[src/rtl/fft_output_reorder.sv]
// fft_output_reorder
//   Tail stage of the 4-lane pipelined FFT. Takes one frame of N results in
//   bit-reversed order (4 samples per cycle) and emits it in natural order
//   (4 samples per cycle). Two banks ping-pong so one fills while the other
//   drains, letting back-to-back frames stream without a stall.
//
// Handshake: in_valid qualifies input_data for one cycle and there is no
//   backpressure, so the producer never waits. out_valid qualifies output_data
//   for one cycle and the consumer must take every valid beat. out_start marks
//   row 0 of each output frame.
//
// Ports:
//   clk          rising-edge clock
//   reset_n      asynchronous active-low reset
//   start        first row of an input frame (only with in_valid)
//   in_valid     input_data holds 4 samples this cycle
//   input_data   lane k at [nb*(k+1)-1 : nb*k], bit-reversed order
//   out_valid    output_data holds 4 samples this cycle
//   out_start    first row of an output frame
//   output_data  lane k at [nb*(k+1)-1 : nb*k], natural order
//   debug_state  read FSM state (1 = READ)

`ifndef FFTsfpw
`define FFTsfpw 16
`endif

module fft_output_reorder #(
    parameter int N = 16
) (
    input  logic                   clk,
    input  logic                   reset_n,
    input  logic                   start,
    input  logic                   in_valid,
    input  logic [4*`FFTsfpw-1:0]  input_data,
    output logic                   out_valid,
    output logic                   out_start,
    output logic [4*`FFTsfpw-1:0]  output_data,
    output logic                   debug_state
);

    localparam int NB = `FFTsfpw;
    localparam int F  = N / 4;
    localparam int A  = $clog2(N);
    localparam int RW = A - 2;

    typedef enum logic {S_IDLE, S_READ} state_t;

    state_t          state, state_next;
    logic [RW-1:0]   wc, rc, rc_next;
    logic            wr_bank, rd_bank, rd_bank_next;
    logic [1:0]      full;
    logic [RW-1:0]   wr_row;
    logic            wr_last, rd_last;
    logic [4*NB-1:0] rd_row;

    // Storage contents are not reset; full flags decide what is readable.
    logic [NB-1:0]   mem [0:1][0:N-1];

    function automatic logic [A-1:0] bit_rev(input logic [A-1:0] v);
        logic [A-1:0] r;
        for (int i = 0; i < A; i++) r[i] = v[A-1-i];
        return r;
    endfunction

    // A start beat always lands in row 0, discarding any partial frame.
    assign wr_row  = start ? '0 : wc;
    assign wr_last = in_valid && (wr_row == RW'(F-1));
    assign rd_last = (state == S_READ) && (rc == RW'(F-1));

    assign debug_state = (state == S_READ);

    // ---------------- write side ----------------
    always_ff @(posedge clk or negedge reset_n) begin
        if (!reset_n) begin
            wc      <= '0;
            wr_bank <= 1'b0;
        end else if (in_valid) begin
            if (wr_last) begin
                wc      <= '0;
                wr_bank <= ~wr_bank;
            end else begin
                wc <= wr_row + RW'(1);
            end
        end
    end

    // Lane k of row c holds X[bitrev(4c+k)]; store it at its natural index.
    always_ff @(posedge clk) begin
        if (in_valid) begin
            for (int k = 0; k < 4; k++)
                mem[wr_bank][bit_rev({wr_row, 2'(k)})] <= input_data[NB*k +: NB];
        end
    end

    // Clear before set: a bank is never drained and refilled in one cycle,
    // but the ordering keeps "full" authoritative if that were ever to happen.
    always_ff @(posedge clk or negedge reset_n) begin
        if (!reset_n) begin
            full <= 2'b00;
        end else begin
            if (rd_last) full[rd_bank] <= 1'b0;
            if (wr_last) full[wr_bank] <= 1'b1;
        end
    end

    // ---------------- read side ----------------
    always_ff @(posedge clk or negedge reset_n) begin
        if (!reset_n) begin
            state   <= S_IDLE;
            rc      <= '0;
            rd_bank <= 1'b0;
        end else begin
            state   <= state_next;
            rc      <= rc_next;
            rd_bank <= rd_bank_next;
        end
    end

    // Banks fill and drain in the same alternating order, so the read bank
    // simply follows its own toggle rather than searching for a full bank.
    always_comb begin
        state_next   = state;
        rc_next      = rc;
        rd_bank_next = rd_bank;
        case (state)
            S_IDLE: begin
                if (full[rd_bank]) begin
                    state_next = S_READ;
                    rc_next    = '0;
                end
            end
            S_READ: begin
                if (rc == RW'(F-1)) begin
                    rd_bank_next = ~rd_bank;
                    rc_next      = '0;
                    // The registered flag of the other bank decides whether
                    // the next frame follows with no gap.
                    if (!full[~rd_bank]) state_next = S_IDLE;
                end else begin
                    rc_next = rc + RW'(1);
                end
            end
            default: state_next = S_IDLE;
        endcase
    end

    always_comb begin
        rd_row = '0;
        for (int k = 0; k < 4; k++)
            rd_row[NB*k +: NB] = mem[rd_bank][{rc, 2'(k)}];
    end

    // ---------------- output registers ----------------
    always_ff @(posedge clk or negedge reset_n) begin
        if (!reset_n) begin
            out_valid   <= 1'b0;
            out_start   <= 1'b0;
            output_data <= '0;
        end else if (state == S_READ) begin
            out_valid   <= 1'b1;
            out_start   <= (rc == '0);
            output_data <= rd_row;
        end else begin
            out_valid   <= 1'b0;
            out_start   <= 1'b0;
            output_data <= '0;
        end
    end

endmodule

[config.mk]
export PLATFORM = sky130hd
export DESIGN_NAME = fft_output_reorder
export DESIGN_NICKNAME = d
export VERILOG_FILES = /design/src/rtl/fft_output_reorder.sv
export SDC_FILE = /design/constraint.sdc
export NUM_CORES = 1
export LEC_CHECK = 0
export BUFFER_PORTS_ARGS = -buffer_cell sky130_fd_sc_hd__buf_2
export CAP_MARGIN = 20
export CORE_ASPECT_RATIO = 1.75
export CORE_MARGIN = 2
export CORE_UTILIZATION = 40
export CTS_CLUSTER_SIZE = 12
export DETAILED_ROUTE_END_ITERATION = 16
export SLEW_MARGIN = 20
export SYNTH_ARGS = -nofsm -noshare
export SYNTH_HDL_FRONTEND = slang
export SYNTH_SLANG_ARGS = --single-unit
[constraint.sdc]
create_clock -name clk -period 4.07 [get_ports clk]
set_clock_uncertainty 0.2 [all_clocks]
set_input_delay 0.6105 -clock clk [delete_from_list [all_inputs] [get_ports clk]]
set_output_delay 0.6105 -clock clk [all_outputs]
set_load 0.005 [all_outputs]
=== Word-level counts from Yosys, hierarchy flattened ===
Memories as Yosys holds them, arrays and structs flattened.
Index checks and enable logic that the tools add are counted.

* Order comparisons: 17
* Equality and inequality tests: 3
* Add/subtract/negate cells: 2
* Reduce and logical (&&, ||, !) cells: 11
* Bitwise operators: 782
* Multiplexer cells: 815

{| class="wikitable"
|+ Operators by type and width
! cell !! count
|-
| 256-bit two-way mux || 4
|-
| 1-bit two-way mux || 780
|-
| 1-bit bitwise OR || 768
|-
| 16-bit binary-select mux with 4-bit select || 4
|-
| 16-bit demux with 4-bit select || 4
|-
| 16-bit two-way mux || 12
|-
| 64-bit two-way mux || 1
|-
| 5-bit greater-or-equal comparator, second input constant || 8
|-
| 4-bit inverter with 5-bit output || 6
|-
| 5-bit by 1-bit less-than comparator with 1-bit output, second input constant || 4
|-
| 2-bit two-way mux || 6
|-
| 1-bit logical AND || 8
|-
| 1-bit by 2-bit less-than comparator with 1-bit output, second input constant || 3
|-
| 2-bit inverter with 5-bit output || 1
|-
| 3-bit inverter with 5-bit output || 1
|-
| 2-bit by 1-bit adder with 2-bit output, second input constant || 2
|-
| 2-bit equality test, second input constant || 2
|-
| 2-bit one-hot mux with 2 select lines || 1
|-
| 2-bit AND reduction || 2
|-
| 1-bit inverter || 3
|-
| 2-bit AND || 1
|-
| 1-bit demux with 1-bit select || 2
|-
| 1-bit greater-or-equal comparator, second input constant || 2
|-
| 2-bit logical NOT || 1
|-
| other kinds (4) || 4
|}

* Output and inout port bits: 67
* Logic and storage cells: 1640
* Register bits: 75
* Bits in writable memories: 512
* Memories kept: 1

{| class="wikitable"
|+ Memory list
! name !! depth !! bits a word !! rd ports !! clocked after memory_dff !! wr ports !! RTL line !! source
|-
| mem || 2 || 256 || 1 || 0 || 1 || 57 || <nowiki>logic [NB-1:0] mem [0:1][0:N-1];</nowiki>
|}

=== Depth between registers and ports, before layout ===
* Depth in word-level cells: 10
* Depth in mapped cells: 7

=== Least setup slack after synthesis ===
No wires, ideal clock.

* Path kind: input port to flip-flop
* From: in start
* To: mem mem[0][0] in the netlist's numbering (enable)
* Setup time: 487 ps
* Data required time: 3383 ps
* Data arrival time: 3991 ps
* Stages on the path: 4
* Setup slack: -608 ps
* Cells stage by stage: buf_2 -> nand4b_2 -> clkbuf_1 -> nor2_1

* Longest elaborated chain between the ends: 10

{| class="wikitable"
|+ Ends and longest elaborated chain
! element !! RTL line !! source
|-
| start, declared || 32 || <nowiki>input logic start,</nowiki>
|-
| 2-bit two-way mux * || 66 || <nowiki>assign wr_row = start ? '0 : wc;</nowiki>
|-
| 2-bit inverter with 5-bit output (not written as such) / 4-bit inverter with 5-bit output (equally long branches) || 91 || <nowiki>mem[wr_bank][bit_rev({wr_row, 2'(k)})] <= input_data[NB*k +: NB];</nowiki>
|-
| 5-bit greater-or-equal comparator (not written as such) / 5-bit by 1-bit less-than comparator with 1-bit output (equally long branches) || 91 ||
|-
| 1-bit logical AND (not written as such) || 91 ||
|-
| 16-bit two-way mux (not written as such) || 91 ||
|-
| 16-bit demux with 4-bit select || 91 ||
|-
| 256-bit two-way mux (not written as such) || 91 ||
|-
| 1-bit bitwise OR (no source line) (2 in series) || n/a ||
|-
| 1-bit bitwise OR (no source line) * || n/a ||
|-
| end, declared || 57 ||
|}

Every way passes the cells marked *; elsewhere a longest branch is shown, timed or not.

=== Final worst setup path ===
* From: reg wr_bank
* To: mem mem[1][253] in the netlist's numbering (enable)

{| class="wikitable"
|+ RTL lines
! element !! RTL line !! source
|-
| start, declared || 50 || <nowiki>logic wr_bank, rd_bank, rd_bank_next;</nowiki>
|-
| start signal, assigned || 80 || <nowiki>wr_bank <= ~wr_bank;</nowiki>
|}

Straight into the memory's write port.

==> metrics.md <==
| Metric | Value |
|---|---|
| Hpwl dp | 38300 um |
| Final Hold Viols | 0 |
| Post-synthesis cell count | 1491 |
| Most frequent cells in the layout | edfxtp_1 (512), nand2_1 (339), mux2_2 (178) |
| Routed WL per cell | 25.3 um |
| Post-DRT Antenna Nets | 0 |
| Final cycle utilization of the critical path | 0.687 |
| Worst hold path depth | 2 |
| Worst VDD drop | 0.361 mV |
| Final instance area | 26900 um^2 |
| Die width | 188 um |
| Gr usage total | 0.204 |
| Fmax | 358 MHz |
| Vias/cell | 5.44 |
| Remaining routing DRC violations | 0 |
| Crit path depth | 3 |
| Final GP Congestion | 0.747 |
| CTS Sinks | 587 |
| Initial drt markers | 1258 |
| Slew Viols, Final | 0 |
| PnR worst setup slack | 1.27 ns |
| Core Region | 58900 um^2 |
| Worst setup EP type | flop |
| Initial Utilization | 0.403 |
| Num CTS Buffers | 55 |
| Sw Pwr | 5.31 mW |
| CP Class | reg -> reg |
| Worst-Margin Slew | 0.999 ns |
| Reg power frac | 0.458 |
| Cell count of the worst reg-to-reg path | 3 |
| Area grow syn2layout | 13.4% |
| RSZ-0062 raised after global routing | no |
| Clock root cell | clkbuf_16 |
| Worst Path Arrival | 2.81 ns |
| Clock Path Buffers | 3 |
| Total number of vias | 13400 |
| CTS tree | yes |
| Layout Nets | 1700 |
| Cell Rows | 118 |
| Syn Std Cell Area | 23700 um^2 |
| Post-place setup slack | 1.27 ns |
| Clock Power Share | 0.273 |
| Status | completed |
| Switching portion of total power | 0.307 |
| Largest delay share family, worst path | buffers and inverters |
| CP Max Fanout | 42 |
| Die height | 326 um |
| Crit-path slowest cell | buf_4 |
| Final setup fails | 0 |
| Initial antenna violation count | 11 |
| Mapped Avg Cell Area | 15.9 um^2 |
| Buf+Inv Stages, Crit Path | 2 |
| Cell taking the most area after synthesis | edfxtp_1 |
| Share of cells above drive strength 1 | 0.292 |
| Main synth FF type | edfxtp_1 |
| Top cells by area, synth | edfxtp_1 (65%), mux2_2 (8.4%), dfrtp_1 (7.9%) |
| Largest net degree at the start of global routing | 65 |
| First-pass GRT wire length | 91400 um |
| DP Area | 25300 um^2 |
| Asr flop ratio synth | 0.128 |
| Comb power frac | 0.268 |
| Overflow after GRT | 0 |
| Pwr dens | 643 nW/um^2 |
| Yosys cell types | 31 |
| Synthesized Nets | 1561 |
| Commonest non-fill, non-tap cell in the layout | edfxtp_1 |
| Full die area | 61400 um^2 |
| Register area share after synthesis | 0.727 |
| H-tree depth | 2 |
| Max incr delay on CP | 0.66 ns |
| Worst slew margin | 0.334 |
| Synthesized flop and latch total | 587 |
| Clock Latency Late Sink | 0.60 ns |
| Drt pass-1 iters | 5 |
| Vias in the first global route | 14200 |
| Crit path launch type | flop |
| Post-synth top area share | 0.648 |
| Max_cap viols | 0 |
| DRT Wirelength | 62100 um |
| Syn. warnings | 0 |
| Min cycle time layout | 2.80 ns |
| Hold Crit Class | in -> reg |
| Internal | 12.0 mW |
| Number of synthesized flops with an enable pin | 512 |
| CP Cell Sequence | inv_1, nor2_4, buf_4 |
| I/O pin count | 135 |
| WP data required | 4.09 ns |
| Static leakage | 9.51 nW |
| Port bufs | 134 |
| Clock-pin slew on the worst setup and hold paths | 0.06 ns |
## worst paths after layout
path	start	end	slack, ns
max	wr_bank	mem[1][253]	1.27
min	start	wc[1]	0.13
max reg2reg	wr_bank	mem[1][253]	1.27
min reg2reg	full[1]	full[1]	0.33
max in group asynchronous	reset_n	output_data[8]	2.28
min in group asynchronous	reset_n	output_data[49]	0.50
## power groups by stage
stage          Clock [mW]  Combinational (mW)  Sequential (mW)
6_report             4.73                4.64             7.93
2_1_floorplan           0                3.26             7.73
5_1_grt              5.03                5.03             8.01
3_5_place_dp            0                4.74             8.07
3_3_place_gp            0                4.67             8.06
4_1_cts              4.83                4.76             7.96
## registers in the layout, indices dropped and copies added, names as in the netlist
signal       cells
rd_bank          1
wr_bank          1
rc               2
debug_state      1
out_valid        1
mem            512
wc               2
output_data     64
full             2
out_start        1
## metrics by stage
step | TNS [ns] | power (mW) | hold WS [ns] | cells | utilization
after floorplan | -70.77 | 11.0 | 0.115 | 1491 | -
after global placement | 0 | 12.7 | 0.300 | 2352 | 0.429
after detailed placement | 0 | 12.8 | 0.316 | 2352 | 0.429
after CTS | 0 | 17.6 | 0.105 | 2452 | 0.457
after global routing | 0 | 18.1 | 0.150 | 2454 | 0.457
final | 0 | 17.3 | 0.128 | 2454 | 0.457
## final cells by class
class                           instances  area (um^2)
Tap cell                              780          976
Inverter                                5         18.8
Clock inverter                          2         13.8
Sequential cell                       587        17300
Fill cell                            5127        32000
Antenna cell                            2         5.00
Clock buffer                           97         1580
Timing Repair Buffer                  169         1030
Multi-Input combinational cell        812         6020
## synth_stat cells (2+ instances only)
master / count
and2_1: 2
and4bb_2: 2
buf_1: 8
buf_2: 31
buf_4: 12
buf_6: 13
clkbuf_1: 23
dfrtp_1: 75
edfxtp_1: 512
ha_1: 2
inv_1: 5
mux2_2: 178
mux4_2: 64
nand2_1: 339
nand3b_1: 2
nand4bb_1: 2
nor2_1: 73
o21ai_0: 70
o22ai_1: 65
xnor2_1: 2
## per-layer routing
layer / part of all wire / routed length [um] / track usage / up-vias
li1: - / - / - / 5854
met1: 0.36 / 22300 / 0.229 / 6911
met2: 0.53 / 33200 / 0.370 / 412
met3: 0.053 / 3260 / 0.0308 / 161
met4: 0.052 / 3240 / 0.111 / 14
met5: 0.0012 / 73 / 0 / -
## kinds of logic (layout without fill, tap and decap cells)
logic type	after synthesis	in the layout	synth area share
xor gates and xnor gates	2	2	0.000738
DFF	587	587	0.727
AOI/OAI and AO/OA	139	139	0.0333
adders and majority gates	2	2	0.00105
muxes	242	242	0.145
buffers and inverters	92	273	0.0222
and+or+nand+nor	427	427	0.0706
other	0	2	0
## timing repair
action	CTS	global route
hold buffers	1	0
hold endpoints to repair	7	0
setup buffers	0	0
resized for setup	0	0
Power figures use the tool's default switching activity.
